### config.mk
export PLATFORM = sky130hd
export DESIGN_NAME = mem_stage_ctrl_flat
export DESIGN_NICKNAME = d
export VERILOG_FILES = /design/src/rtl/mem_stage_ctrl_if.sv /design/src/rtl/mem_stage_ctrl.sv /design/src/flat_wrapper.sv
export SDC_FILE = /design/constraint.sdc
export NUM_CORES = 1
export LEC_CHECK = 0
export CORE_UTILIZATION = 45
export CTS_CLUSTER_DIAMETER = 150
export DETAILED_ROUTE_END_ITERATION = 7
export PLACE_DENSITY = 0.85
export SLEW_MARGIN = 20
export SYNTH_ARGS = -nofsm -noshare
export SYNTH_HDL_FRONTEND = slang
export SYNTH_SLANG_ARGS = --single-unit
### constraint.sdc
create_clock -name clock -period 2.83 [get_ports clock]
set_input_delay 0.7075 -clock clock [delete_from_list [all_inputs] [get_ports clock]]
set_output_delay 0.7075 -clock clock [all_outputs]
set_load 0.1 [all_outputs]
### src/rtl/mem_stage_ctrl_if.sv
// Bundle between mem_stage_ctrl and its neighbours: EX packet input, memory bus, writeback.
// master = mem_stage_ctrl, slave = surrounding pipeline / memory model.
interface mem_stage_ctrl_if #(
  parameter int TAG_W = 4
);
  // EX packet fields presented at the head of the EX output FIFO
  logic [31:0]      ex_pc;
  logic [31:0]      ex_alu_result;
  logic [31:0]      ex_rs2_value;
  logic [4:0]       ex_dest_reg_idx;
  logic             ex_rd_mem;
  logic             ex_wr_mem;
  logic [2:0]       ex_mem_size;
  logic             ex_is_zeroreg;
  logic             ex_halt;
  logic             ex_illegal;

  // A packet transfers on a clock edge where in_valid && in_ready are both high;
  // in_valid may be held while in_ready is low and the packet must stay stable until the transfer.
  logic             in_valid;
  logic             in_ready;

  logic [1:0]       proc2mem_command;
  logic [31:0]      proc2mem_addr;
  logic [63:0]      proc2mem_data;
  logic [1:0]       proc2mem_size;
  logic [TAG_W-1:0] mem2proc_response;
  logic [63:0]      mem2proc_data;
  logic [TAG_W-1:0] mem2proc_tag;

  logic             wb_valid;
  logic [4:0]       wb_dest_reg_idx;
  logic [31:0]      wb_value;
  logic [31:0]      wb_PC;
  logic             wb_halt;
  logic             wb_illegal;
  logic             busy;
  logic [1:0]       dbg_state;

  modport master (
    input  ex_pc, ex_alu_result, ex_rs2_value, ex_dest_reg_idx, ex_rd_mem, ex_wr_mem,
           ex_mem_size, ex_is_zeroreg, ex_halt, ex_illegal, in_valid,
           mem2proc_response, mem2proc_data, mem2proc_tag,
    output in_ready, proc2mem_command, proc2mem_addr, proc2mem_data, proc2mem_size,
           wb_valid, wb_dest_reg_idx, wb_value, wb_PC, wb_halt, wb_illegal, busy, dbg_state
  );

  modport slave (
    output ex_pc, ex_alu_result, ex_rs2_value, ex_dest_reg_idx, ex_rd_mem, ex_wr_mem,
           ex_mem_size, ex_is_zeroreg, ex_halt, ex_illegal, in_valid,
           mem2proc_response, mem2proc_data, mem2proc_tag,
    input  in_ready, proc2mem_command, proc2mem_addr, proc2mem_data, proc2mem_size,
           wb_valid, wb_dest_reg_idx, wb_value, wb_PC, wb_halt, wb_illegal, busy, dbg_state
  );
endinterface

### src/rtl/mem_stage_ctrl.sv
// MEM stage controller: one outstanding tagged load/store, single-cycle writeback pulse.
// Optional WAIT watchdog enabled by defining MEM_STAGE_TIMEOUT_EN.
module mem_stage_ctrl #(
  parameter int TAG_W          = 4,
  parameter int TIMEOUT_CYCLES = 64
) (
  input  logic          clock,
  input  logic          reset_n,
  mem_stage_ctrl_if.master bus
);
  typedef enum logic [1:0] {
    S_IDLE = 2'd0,
    S_REQ  = 2'd1,
    S_WAIT = 2'd2,
    S_DONE = 2'd3
  } state_t;

  localparam logic [1:0] BUS_NONE  = 2'd0;
  localparam logic [1:0] BUS_LOAD  = 2'd1;
  localparam logic [1:0] BUS_STORE = 2'd2;
  localparam logic [1:0] SZ_BYTE   = 2'd0;
  localparam logic [1:0] SZ_HALF   = 2'd1;

  state_t           r_state;
  logic             r_in_ready;

  logic [31:0]      r_pc;
  logic [31:0]      r_alu;
  logic [4:0]       r_dest;
  logic             r_rd_mem;
  logic             r_wr_mem;
  logic [2:0]       r_size;
  logic             r_halt;
  logic             r_illegal;
  logic [TAG_W-1:0] r_tag;

  logic [1:0]       r_cmd;
  logic [31:0]      r_addr;
  logic [63:0]      r_mdata;
  logic [1:0]       r_msize;

  logic             r_wb_valid;
  logic [4:0]       r_wb_dest;
  logic [31:0]      r_wb_value;
  logic [31:0]      r_wb_pc;
  logic             r_wb_halt;
  logic             r_wb_illegal;

`ifdef MEM_STAGE_TIMEOUT_EN
  localparam int TW = $clog2(TIMEOUT_CYCLES + 1);
  logic [TW-1:0]    r_timer;
`else
  logic             w_unused_timeout;
  assign w_unused_timeout = (TIMEOUT_CYCLES != 0);
`endif

  logic             w_accept;
  logic             w_mem_op;
  logic [63:0]      w_st_data;
  logic             w_tag_hit;
  logic [63:0]      w_line;
  logic [31:0]      w_load_value;
  logic             w_misalign;

  logic             w_retire;
  logic [4:0]       w_ret_dest;
  logic [31:0]      w_ret_value;
  logic [31:0]      w_ret_pc;
  logic             w_ret_halt;
  logic             w_ret_illegal;

  assign w_accept  = bus.in_valid && r_in_ready;
  // exactly one of rd/wr; both set is an illegal packet that never reaches the bus
  assign w_mem_op  = bus.ex_rd_mem ^ bus.ex_wr_mem;
  assign w_st_data = {32'b0, bus.ex_rs2_value} << {bus.ex_alu_result[2:0], 3'b000};
  assign w_tag_hit = (bus.mem2proc_tag != '0) && (bus.mem2proc_tag == r_tag);
  assign w_line    = bus.mem2proc_data >> {r_alu[2:0], 3'b000};

  always_comb begin
    w_load_value = w_line[31:0];
    w_misalign   = (r_alu[2:0] > 3'd4);
    case (r_size[1:0])
      SZ_BYTE: begin
        w_load_value = {{24{~r_size[2] & w_line[7]}}, w_line[7:0]};
        w_misalign   = 1'b0;
      end
      SZ_HALF: begin
        w_load_value = {{16{~r_size[2] & w_line[15]}}, w_line[15:0]};
        w_misalign   = (r_alu[2:0] == 3'd7);
      end
      default: ;
    endcase
  end

  always_comb begin
    w_retire      = 1'b0;
    w_ret_dest    = r_dest;
    w_ret_value   = r_alu;
    w_ret_pc      = r_pc;
    w_ret_halt    = r_halt;
    w_ret_illegal = r_illegal;
    case (r_state)
      S_IDLE: begin
        if (w_accept && !w_mem_op) begin
          w_retire      = 1'b1;
          w_ret_dest    = (bus.ex_is_zeroreg || bus.ex_wr_mem) ? 5'd0 : bus.ex_dest_reg_idx;
          w_ret_value   = bus.ex_alu_result;
          w_ret_pc      = bus.ex_pc;
          w_ret_halt    = bus.ex_halt;
          w_ret_illegal = bus.ex_illegal | (bus.ex_rd_mem & bus.ex_wr_mem);
        end
      end
      S_REQ: begin
        if ((bus.mem2proc_response != '0) && r_wr_mem) begin
          w_retire = 1'b1;
        end
      end
      S_WAIT: begin
        if (w_tag_hit) begin
          w_retire      = 1'b1;
          w_ret_value   = w_load_value;
          w_ret_illegal = r_illegal | w_misalign;
        end
`ifdef MEM_STAGE_TIMEOUT_EN
        else if (r_timer == TW'(TIMEOUT_CYCLES - 1)) begin
          w_retire      = 1'b1;
          w_ret_value   = 32'd0;
          w_ret_illegal = 1'b1;
        end
`endif
      end
      default: ;
    endcase
  end

  always_ff @(posedge clock or negedge reset_n) begin
    if (!reset_n) begin
      r_state      <= S_IDLE;
      r_in_ready   <= 1'b1;
      r_pc         <= '0;
      r_alu        <= '0;
      r_dest       <= '0;
      r_rd_mem     <= 1'b0;
      r_wr_mem     <= 1'b0;
      r_size       <= '0;
      r_halt       <= 1'b0;
      r_illegal    <= 1'b0;
      r_tag        <= '0;
      r_cmd        <= BUS_NONE;
      r_addr       <= '0;
      r_mdata      <= '0;
      r_msize      <= '0;
      r_wb_valid   <= 1'b0;
      r_wb_dest    <= '0;
      r_wb_value   <= '0;
      r_wb_pc      <= '0;
      r_wb_halt    <= 1'b0;
      r_wb_illegal <= 1'b0;
`ifdef MEM_STAGE_TIMEOUT_EN
      r_timer      <= '0;
`endif
    end else begin
      // wb_* are zero whenever no pulse is being presented
      r_wb_valid   <= w_retire;
      r_wb_dest    <= w_retire ? w_ret_dest    : 5'd0;
      r_wb_value   <= w_retire ? w_ret_value   : 32'd0;
      r_wb_pc      <= w_retire ? w_ret_pc      : 32'd0;
      r_wb_halt    <= w_retire ? w_ret_halt    : 1'b0;
      r_wb_illegal <= w_retire ? w_ret_illegal : 1'b0;

      case (r_state)
        S_IDLE: begin
          if (w_accept) begin
            r_in_ready <= 1'b0;
            r_pc       <= bus.ex_pc;
            r_alu      <= bus.ex_alu_result;
            r_dest     <= (bus.ex_is_zeroreg || bus.ex_wr_mem) ? 5'd0 : bus.ex_dest_reg_idx;
            r_rd_mem   <= bus.ex_rd_mem;
            r_wr_mem   <= bus.ex_wr_mem;
            r_size     <= bus.ex_mem_size;
            r_halt     <= bus.ex_halt;
            r_illegal  <= bus.ex_illegal;
            if (w_mem_op) begin
              r_state <= S_REQ;
              r_cmd   <= bus.ex_rd_mem ? BUS_LOAD : BUS_STORE;
              r_addr  <= {bus.ex_alu_result[31:3], 3'b000};
              r_mdata <= w_st_data;
              r_msize <= bus.ex_mem_size[1:0];
            end else begin
              r_state <= S_DONE;
            end
          end
        end
        S_REQ: begin
          // a zero response leaves the request registers untouched, so it is re-driven as is
          if (bus.mem2proc_response != '0) begin
            r_cmd   <= BUS_NONE;
            r_addr  <= '0;
            r_mdata <= '0;
            r_msize <= '0;
            if (r_rd_mem) begin
              r_tag   <= bus.mem2proc_response;
              r_state <= S_WAIT;
`ifdef MEM_STAGE_TIMEOUT_EN
              r_timer <= '0;
`endif
            end else begin
              r_state <= S_DONE;
            end
          end
        end
        S_WAIT: begin
          if (w_tag_hit) begin
            r_tag   <= '0;
            r_state <= S_DONE;
          end
`ifdef MEM_STAGE_TIMEOUT_EN
          else if (r_timer == TW'(TIMEOUT_CYCLES - 1)) begin
            r_tag   <= '0;
            r_state <= S_DONE;
          end else begin
            r_timer <= r_timer + TW'(1);
          end
`endif
        end
        S_DONE: begin
          r_in_ready <= 1'b1;
          r_state    <= S_IDLE;
        end
        default: r_state <= S_IDLE;
      endcase
    end
  end

  assign bus.in_ready         = r_in_ready;
  assign bus.proc2mem_command = r_cmd;
  assign bus.proc2mem_addr    = r_addr;
  assign bus.proc2mem_data    = r_mdata;
  assign bus.proc2mem_size    = r_msize;
  assign bus.wb_valid         = r_wb_valid;
  assign bus.wb_dest_reg_idx  = r_wb_dest;
  assign bus.wb_value         = r_wb_value;
  assign bus.wb_PC            = r_wb_pc;
  assign bus.wb_halt          = r_wb_halt;
  assign bus.wb_illegal       = r_wb_illegal;
  assign bus.busy             = (r_state != S_IDLE);
  assign bus.dbg_state        = r_state;
endmodule

### src/flat_wrapper.sv
// flat-port wrapper written by rule: the top's interface ports become plain ports
module mem_stage_ctrl_flat 
#(
  parameter int TAG_W          = 4,
  parameter int TIMEOUT_CYCLES = 64
)
  (clock, reset_n, bus_ex_pc, bus_ex_alu_result, bus_ex_rs2_value, bus_ex_dest_reg_idx, bus_ex_rd_mem, bus_ex_wr_mem, bus_ex_mem_size, bus_ex_is_zeroreg, bus_ex_halt, bus_ex_illegal, bus_in_valid, bus_mem2proc_response, bus_mem2proc_data, bus_mem2proc_tag, bus_in_ready, bus_proc2mem_command, bus_proc2mem_addr, bus_proc2mem_data, bus_proc2mem_size, bus_wb_valid, bus_wb_dest_reg_idx, bus_wb_value, bus_wb_PC, bus_wb_halt, bus_wb_illegal, bus_busy, bus_dbg_state);
  mem_stage_ctrl_if #(.TAG_W(TAG_W)) bus_i ();
  input  logic clock;
  input  logic reset_n;
  input wire logic [$bits(bus_i.ex_pc)-1:0] bus_ex_pc;
  input wire logic [$bits(bus_i.ex_alu_result)-1:0] bus_ex_alu_result;
  input wire logic [$bits(bus_i.ex_rs2_value)-1:0] bus_ex_rs2_value;
  input wire logic [$bits(bus_i.ex_dest_reg_idx)-1:0] bus_ex_dest_reg_idx;
  input wire logic [$bits(bus_i.ex_rd_mem)-1:0] bus_ex_rd_mem;
  input wire logic [$bits(bus_i.ex_wr_mem)-1:0] bus_ex_wr_mem;
  input wire logic [$bits(bus_i.ex_mem_size)-1:0] bus_ex_mem_size;
  input wire logic [$bits(bus_i.ex_is_zeroreg)-1:0] bus_ex_is_zeroreg;
  input wire logic [$bits(bus_i.ex_halt)-1:0] bus_ex_halt;
  input wire logic [$bits(bus_i.ex_illegal)-1:0] bus_ex_illegal;
  input wire logic [$bits(bus_i.in_valid)-1:0] bus_in_valid;
  input wire logic [$bits(bus_i.mem2proc_response)-1:0] bus_mem2proc_response;
  input wire logic [$bits(bus_i.mem2proc_data)-1:0] bus_mem2proc_data;
  input wire logic [$bits(bus_i.mem2proc_tag)-1:0] bus_mem2proc_tag;
  output wire logic [$bits(bus_i.in_ready)-1:0] bus_in_ready;
  output wire logic [$bits(bus_i.proc2mem_command)-1:0] bus_proc2mem_command;
  output wire logic [$bits(bus_i.proc2mem_addr)-1:0] bus_proc2mem_addr;
  output wire logic [$bits(bus_i.proc2mem_data)-1:0] bus_proc2mem_data;
  output wire logic [$bits(bus_i.proc2mem_size)-1:0] bus_proc2mem_size;
  output wire logic [$bits(bus_i.wb_valid)-1:0] bus_wb_valid;
  output wire logic [$bits(bus_i.wb_dest_reg_idx)-1:0] bus_wb_dest_reg_idx;
  output wire logic [$bits(bus_i.wb_value)-1:0] bus_wb_value;
  output wire logic [$bits(bus_i.wb_PC)-1:0] bus_wb_PC;
  output wire logic [$bits(bus_i.wb_halt)-1:0] bus_wb_halt;
  output wire logic [$bits(bus_i.wb_illegal)-1:0] bus_wb_illegal;
  output wire logic [$bits(bus_i.busy)-1:0] bus_busy;
  output wire logic [$bits(bus_i.dbg_state)-1:0] bus_dbg_state;
  assign bus_i.ex_pc = bus_ex_pc;
  assign bus_i.ex_alu_result = bus_ex_alu_result;
  assign bus_i.ex_rs2_value = bus_ex_rs2_value;
  assign bus_i.ex_dest_reg_idx = bus_ex_dest_reg_idx;
  assign bus_i.ex_rd_mem = bus_ex_rd_mem;
  assign bus_i.ex_wr_mem = bus_ex_wr_mem;
  assign bus_i.ex_mem_size = bus_ex_mem_size;
  assign bus_i.ex_is_zeroreg = bus_ex_is_zeroreg;
  assign bus_i.ex_halt = bus_ex_halt;
  assign bus_i.ex_illegal = bus_ex_illegal;
  assign bus_i.in_valid = bus_in_valid;
  assign bus_i.mem2proc_response = bus_mem2proc_response;
  assign bus_i.mem2proc_data = bus_mem2proc_data;
  assign bus_i.mem2proc_tag = bus_mem2proc_tag;
  assign bus_in_ready = bus_i.in_ready;
  assign bus_proc2mem_command = bus_i.proc2mem_command;
  assign bus_proc2mem_addr = bus_i.proc2mem_addr;
  assign bus_proc2mem_data = bus_i.proc2mem_data;
  assign bus_proc2mem_size = bus_i.proc2mem_size;
  assign bus_wb_valid = bus_i.wb_valid;
  assign bus_wb_dest_reg_idx = bus_i.wb_dest_reg_idx;
  assign bus_wb_value = bus_i.wb_value;
  assign bus_wb_PC = bus_i.wb_PC;
  assign bus_wb_halt = bus_i.wb_halt;
  assign bus_wb_illegal = bus_i.wb_illegal;
  assign bus_busy = bus_i.busy;
  assign bus_dbg_state = bus_i.dbg_state;
  mem_stage_ctrl #(.TAG_W(TAG_W), .TIMEOUT_CYCLES(TIMEOUT_CYCLES)) u_core (.clock(clock), .reset_n(reset_n), .bus(bus_i));
endmodule
# Word-level counts from Yosys, hierarchy flattened
# Cells that the tools add are included.
[op_classes]
magnitude_cmp = 1
bitwise = 7
shift = 2
reduce_logical = 19
n_eq_ne = 11
muxes = 52
[op_table]
columns = ["operator", "n"]
rows = [
  ["32-bit two-way mux", 9],
  ["64-bit two-way mux", 3],
  ["32-bit one-hot mux with 2 select lines", 3],
  ["64-bit one-hot mux with 2 select lines", 1],
  ["32-bit by 6-bit left shift with 64-bit output", 1],
  ["64-bit by 6-bit >> shifter with 32-bit output", 1],
  ["2-bit two-way mux", 10],
  ["5-bit two-way mux", 4],
  ["4-bit two-way mux", 3],
  ["1-bit two-way mux", 11],
  ["2-bit by 1-bit != test with 1-bit output, second input constant", 5],
  ["2-bit one-hot mux with 2 select lines", 2],
  ["2-bit one-hot mux with 4 select lines", 1],
  ["4-bit one-hot mux with 2 select lines", 1],
  ["4-bit AND reduction", 2],
  ["2-bit nonzero test", 4],
  ["4-bit nonzero test", 2],
  ["1-bit one-hot mux with 2 select lines", 3],
  ["2-bit by 1-bit == test with 1-bit output, second input constant", 2],
  ["2-bit == test, second input constant", 2],
  ["4-bit == test", 1],
  ["1-bit logical AND", 4],
  ["2-bit logical NOT", 2],
  ["2-bit AND reduction", 2],
  ["other kinds (10)", 13],
]
[word_totals]
in_bits = 184
wordCells = 113
regBits = 255
out_inout_bits = 176

# Longest topological paths before layout
[depth]
word_depth = 6
mapped_depth = 11
depth_no_buf = 7

# Worst setup path after synthesis
# No wires, ideal clock.
[synth_timing]
path_type = "register -> register"
start = "reg u_core.r_state[0] (netlist: u_core.bus.dbg_state[0])"
end = "reg u_core.r_mdata[50] (netlist: u_core.bus.proc2mem_data[50])"
stages_incl_launch_ff = 12
required_ps = 2707
t_arrival_ps = 3269
path_buffers = 4
setup_time_ps = 123
path_slack_ps = -562
synth_period_minus_slack_ps = 3392
cell_sequence = "dfrtp_1 > inv_1 > ha_1 > buf_2 > inv_1 > a22oi_1 > a21o_1 > clkbuf_1 > buf_2 > buf_2 > a22oi_1 > nand2_1"
[synth_via]
elab_chain_len = 3
[synth_rtl]
columns = ["item", "line_no", "text"]
rows = [
  ["from (decl)", "mem_stage_ctrl.sv:24", "state_t r_state;"],
  ["from (signal assigned)", "mem_stage_ctrl.sv:138", "r_state <= S_IDLE;"],
  ["from (signal assigned)", "mem_stage_ctrl.sv:184", "r_state <= S_REQ;"],
  ["from (signal assigned)", "mem_stage_ctrl.sv:190", "r_state <= S_DONE;"],
  ["2-bit by 1-bit == test with 1-bit output or 2-bit logical NOT (tied branches)", "mem_stage_ctrl.sv:171", "case (r_state)"],
  ["2-bit by 1-bit != test with 1-bit output (no source line) or 2-bit nonzero test (tied branches)", "n/a", ""],
  ["4-bit AND reduction (no source line)", "n/a", ""],
  ["to (signal assigned)", "mem_stage_ctrl.sv:187", "r_mdata <= w_st_data;"],
  ["to (decl)", "mem_stage_ctrl.sv:39", "logic [63:0] r_mdata;"],
]
# Several ways; a longest one is shown, not always the timed one.
# A chain may end at the register's enable or synchronous reset.

# Final worst setup path
[layout_timing]
start = "reg u_core.r_state[0] (netlist: u_core.bus.dbg_state[0])"
end = "out bus_busy"
[layout_via]
elab_chain_len = 1
[layout_rtl]
columns = ["item", "line_no", "text"]
rows = [
  ["2-bit nonzero test", "mem_stage_ctrl.sv:246", "assign bus.busy = (r_state != S_IDLE);"],
  ["to (decl)", "flat_wrapper.sv:36", "output wire logic [$bits(bus_i.busy)-1:0] bus_busy;"],
]
# Every way passes these cells.

==> impl_metrics.yaml <==
global_route:
  grt-ovfl-total: 0
  track_usage: 0.296
  grt_max_degree: 72
  grt_pass1_vias: 11300
  grt_antenna_before_repair: 3
  grt_pass1_wl_um: 64300
timing:
  maxSlewViolCount: 0
  fin_hold_ws_ns: 0.108
  max_freq_mhz: 378
  worst_slew_pin_slew_ns: 0.997
  rsz0062_at_grt: "false"
  tns_ns: 0
  fin_crit_sh: 0.935
  setup_violations: 0
  fin_worst_skew_ns: 0.0158
  hold_viol: 0
  finalWorstSetupSlack_ns: 0.185
  slew_headroom: 0.335
  timing.final.crit_period_ns: 2.64
floorplanning:
  die_w_um: 166
  core-area_um2: 26200
  ios: 360
  dieArea_um2: 27500
  dieHeight_um: 166
  num_rows: 59
  initial_core_util: 0.461
cells_and_area:
  fin_cells: 1957
  drive_gt1_frac: 0.210
  final_area_um2: 16900
  finalNetCount: 1789
  num-fill-cells: 2041
  final_util: 0.644
  area_delta_synth_final_pct: 39.5
power_and_ir_drop:
  p_comb_frac: 0.522
  share_seq_of_total_power: 0.275
  switching_share: 0.489
  ir_drop_mv: 0.610
  power_frac_clock: 0.203
  totalPowerFinal_mw: 19.3
  leakage_nw: 8.09
  switching_power_mw: 9.45
  internal_power_mw: 9.88
  p_per_area_nw_per_um2: 1150
run_status:
  violations: "DRC"
  status: "finished with violations"
placed_design:
  dpl_cell_area_um2: 15900
  io_buffer_count: 356
  pre_cts_slack_ns: -0.295
  placed_cells: 1905
  hpwlAfterDp_um: 29900
  place_congestion: 0.980
worst_setup_path:
  cp_data_required_time_ns: 2.12
  cp_data_arrival_time_ns: 1.94
  worstSetupEndpointType: "output pin"
  worst-setup-path-type: "reg -> out"
  startpoint_type: "flop"
  cp_max_fo: 11
drt:
  drc: 30
  avgRoutedWirePerCell_um: 21.2
  wl_um: 41600
  postRouteAntennaNets: 0
  first_pass_iters: 8
  vias_per_cell: 5.91
  drtIter0Drc: 1321
  vias: 11600
clocking:
  clock_sinks: 252
  clock_latency_ns: 0.55
  cts_tree: "done"
  clock_path_buffers: 3
  cts_root_buffer: "clkbuf_16"
  cts_made_buffers: 28
  htree_levels: 1
  cts_hold_buf: 0
  clk_pin_slew_ns: 0.06
min_path:
  min_path_type: "in -> async"
flow_run:
  max_cap_violations: 0
logic_synthesis:
  yosysTopAreaCell: "dfrtp_1"
  ys_seq_elements: 252
  synth.area.top_cells: "dfrtp_1, nand2_1, a22o_1, mux2i_1, mux2_2"
  synthDistinctLibCells: 52
  ys_warn_count: 0
  synth.top_cell.area_share: 0.519
  netlist_area_um2: 12100
  async_flop_share: 1.00
  ys_seq_area_frac: 0.522
  synth_ff_type: "dfrtp_1"
  synth.avg_cell_area_um2: 9.61
  synth_edf_count: 0
  netlist_instances: 1258
registers in the layout, summed over array words and instances, names as in the netlist, 2 cells and up:
name	flops
u_core.bus.wb_value	32
u_core.bus.wb_PC	32
u_core.r_pc	32
u_core.bus.dbg_state	2
u_core.r_tag	4
u_core.bus.proc2mem_size	2
u_core.bus.wb_dest_reg_idx	5
u_core.r_size	3
u_core.r_alu	32
u_core.bus.proc2mem_addr	29
u_core.r_dest	5
u_core.bus.proc2mem_command	2
u_core.bus.proc2mem_data	64
timing repair:
item	CTS	global route
setup endpoints to repair	1	0
setup buffers	0	0
resized for setup	1	0
per-layer routing:
layer / GRT usage / routed length (µm) / vias up
li1: - / - / 5121
met1: 0.374 / 15900 / 5665
met2: 0.496 / 20200 / 656
met3: 0.0543 / 3660 / 120
met4: 0.131 / 1810 / 2
met5: 0 / 17 / -
path summary, 6_finish.rpt:
kind                                                      from                                      end  slack, ns  cells after the start
max in group asynchronous                              reset_n            u_core.bus.wb_PC[5]$_DFF_PN0_       1.87                      2
min in group clock                u_core.r_dest[1]$_DFFE_PN0P_             u_core.r_dest[1]$_DFFE_PN0P_       0.47                      2
min                                                    reset_n  u_core.bus.proc2mem_size[0]$_DFFE_PN0P_       0.11                      1
max reg2reg                u_core.bus.dbg_state[0]$_DFFE_PN0P_         u_core.bus.wb_value[8]$_DFF_PN0_       0.19                      7
max                        u_core.bus.dbg_state[0]$_DFFE_PN0P_                                 bus_busy       0.19                      4
min reg2reg                       u_core.r_dest[1]$_DFFE_PN0P_             u_core.r_dest[1]$_DFFE_PN0P_       0.47                      2
cells in the mapped netlist (14+ instances only):
cell type,n
a21oi_1,59
a22o_1,63
a22oi_1,37
a31oi_1,20
buf_2,14
clkbuf_1,70
dfrtp_1,251
mux2_2,36
mux2i_1,45
nand2_1,356
nand3_1,20
nor2_1,40
nor2b_1,27
o21ai_0,45
o22ai_1,30
power by group through the flow:
stage | logic (mW) | registers [mW] | clock network, mW
6_report | 10.1 | 5.32 | 3.93
5_1_grt | 10.6 | 5.42 | 4.10
4_1_cts | 10.0 | 5.30 | 3.98
3_5_place_dp | 9.99 | 5.33 | 0
3_3_place_gp | 9.79 | 5.31 | 0
2_1_floorplan | 3.64 | 8.90 | 0
cells by family (layout without fill, tap and decap cells):
logic type,count (synthesis),after routing,share of synthesized area
compound gates,321,321,0.190
xor+xnor,4,4,0.00290
fa+ha+maj,5,5,0.00517
buf+inv,113,473,0.0409
flops,252,252,0.522
mux,82,82,0.0726
other cells,1,5,0.000310
simple gates,480,480,0.166
final cells by class:
class	count	area, µm²	area share
Inverter	12	48.8	0.00289
Antenna cell	2	5.00	0.000297
Clock buffer	39	803	0.0476
Tap cell	335	419	0.0248
Sequential cell	252	6310	0.374
Multi-Input combinational cell	895	5360	0.317
Timing Repair Buffer	411	3740	0.221
Clock inverter	11	189	0.0112
layout by cell type (no fill, tap or decap), types with 27 or more instances in the layout:
cell,n
buf_4,213
a22oi_1,37
o22ai_1,30
nand2_1,356
mux2i_1,45
o21ai_0,45
clkdlybuf4s50_1,182
dfrtp_1,247
a22o_1,63
clkbuf_16,29
a21oi_1,59
nor2_1,39
nor2b_1,27
mux2_2,36
worst max-delay path: stages (launching register included):
cell and delay [ns]:
dfrtp_4 0.50, inv_1 0.12, ha_2 0.35, clkinvlp_4 0.22, buf_12 0.20
No activity file was read; power rests on OpenSTA's default activity.
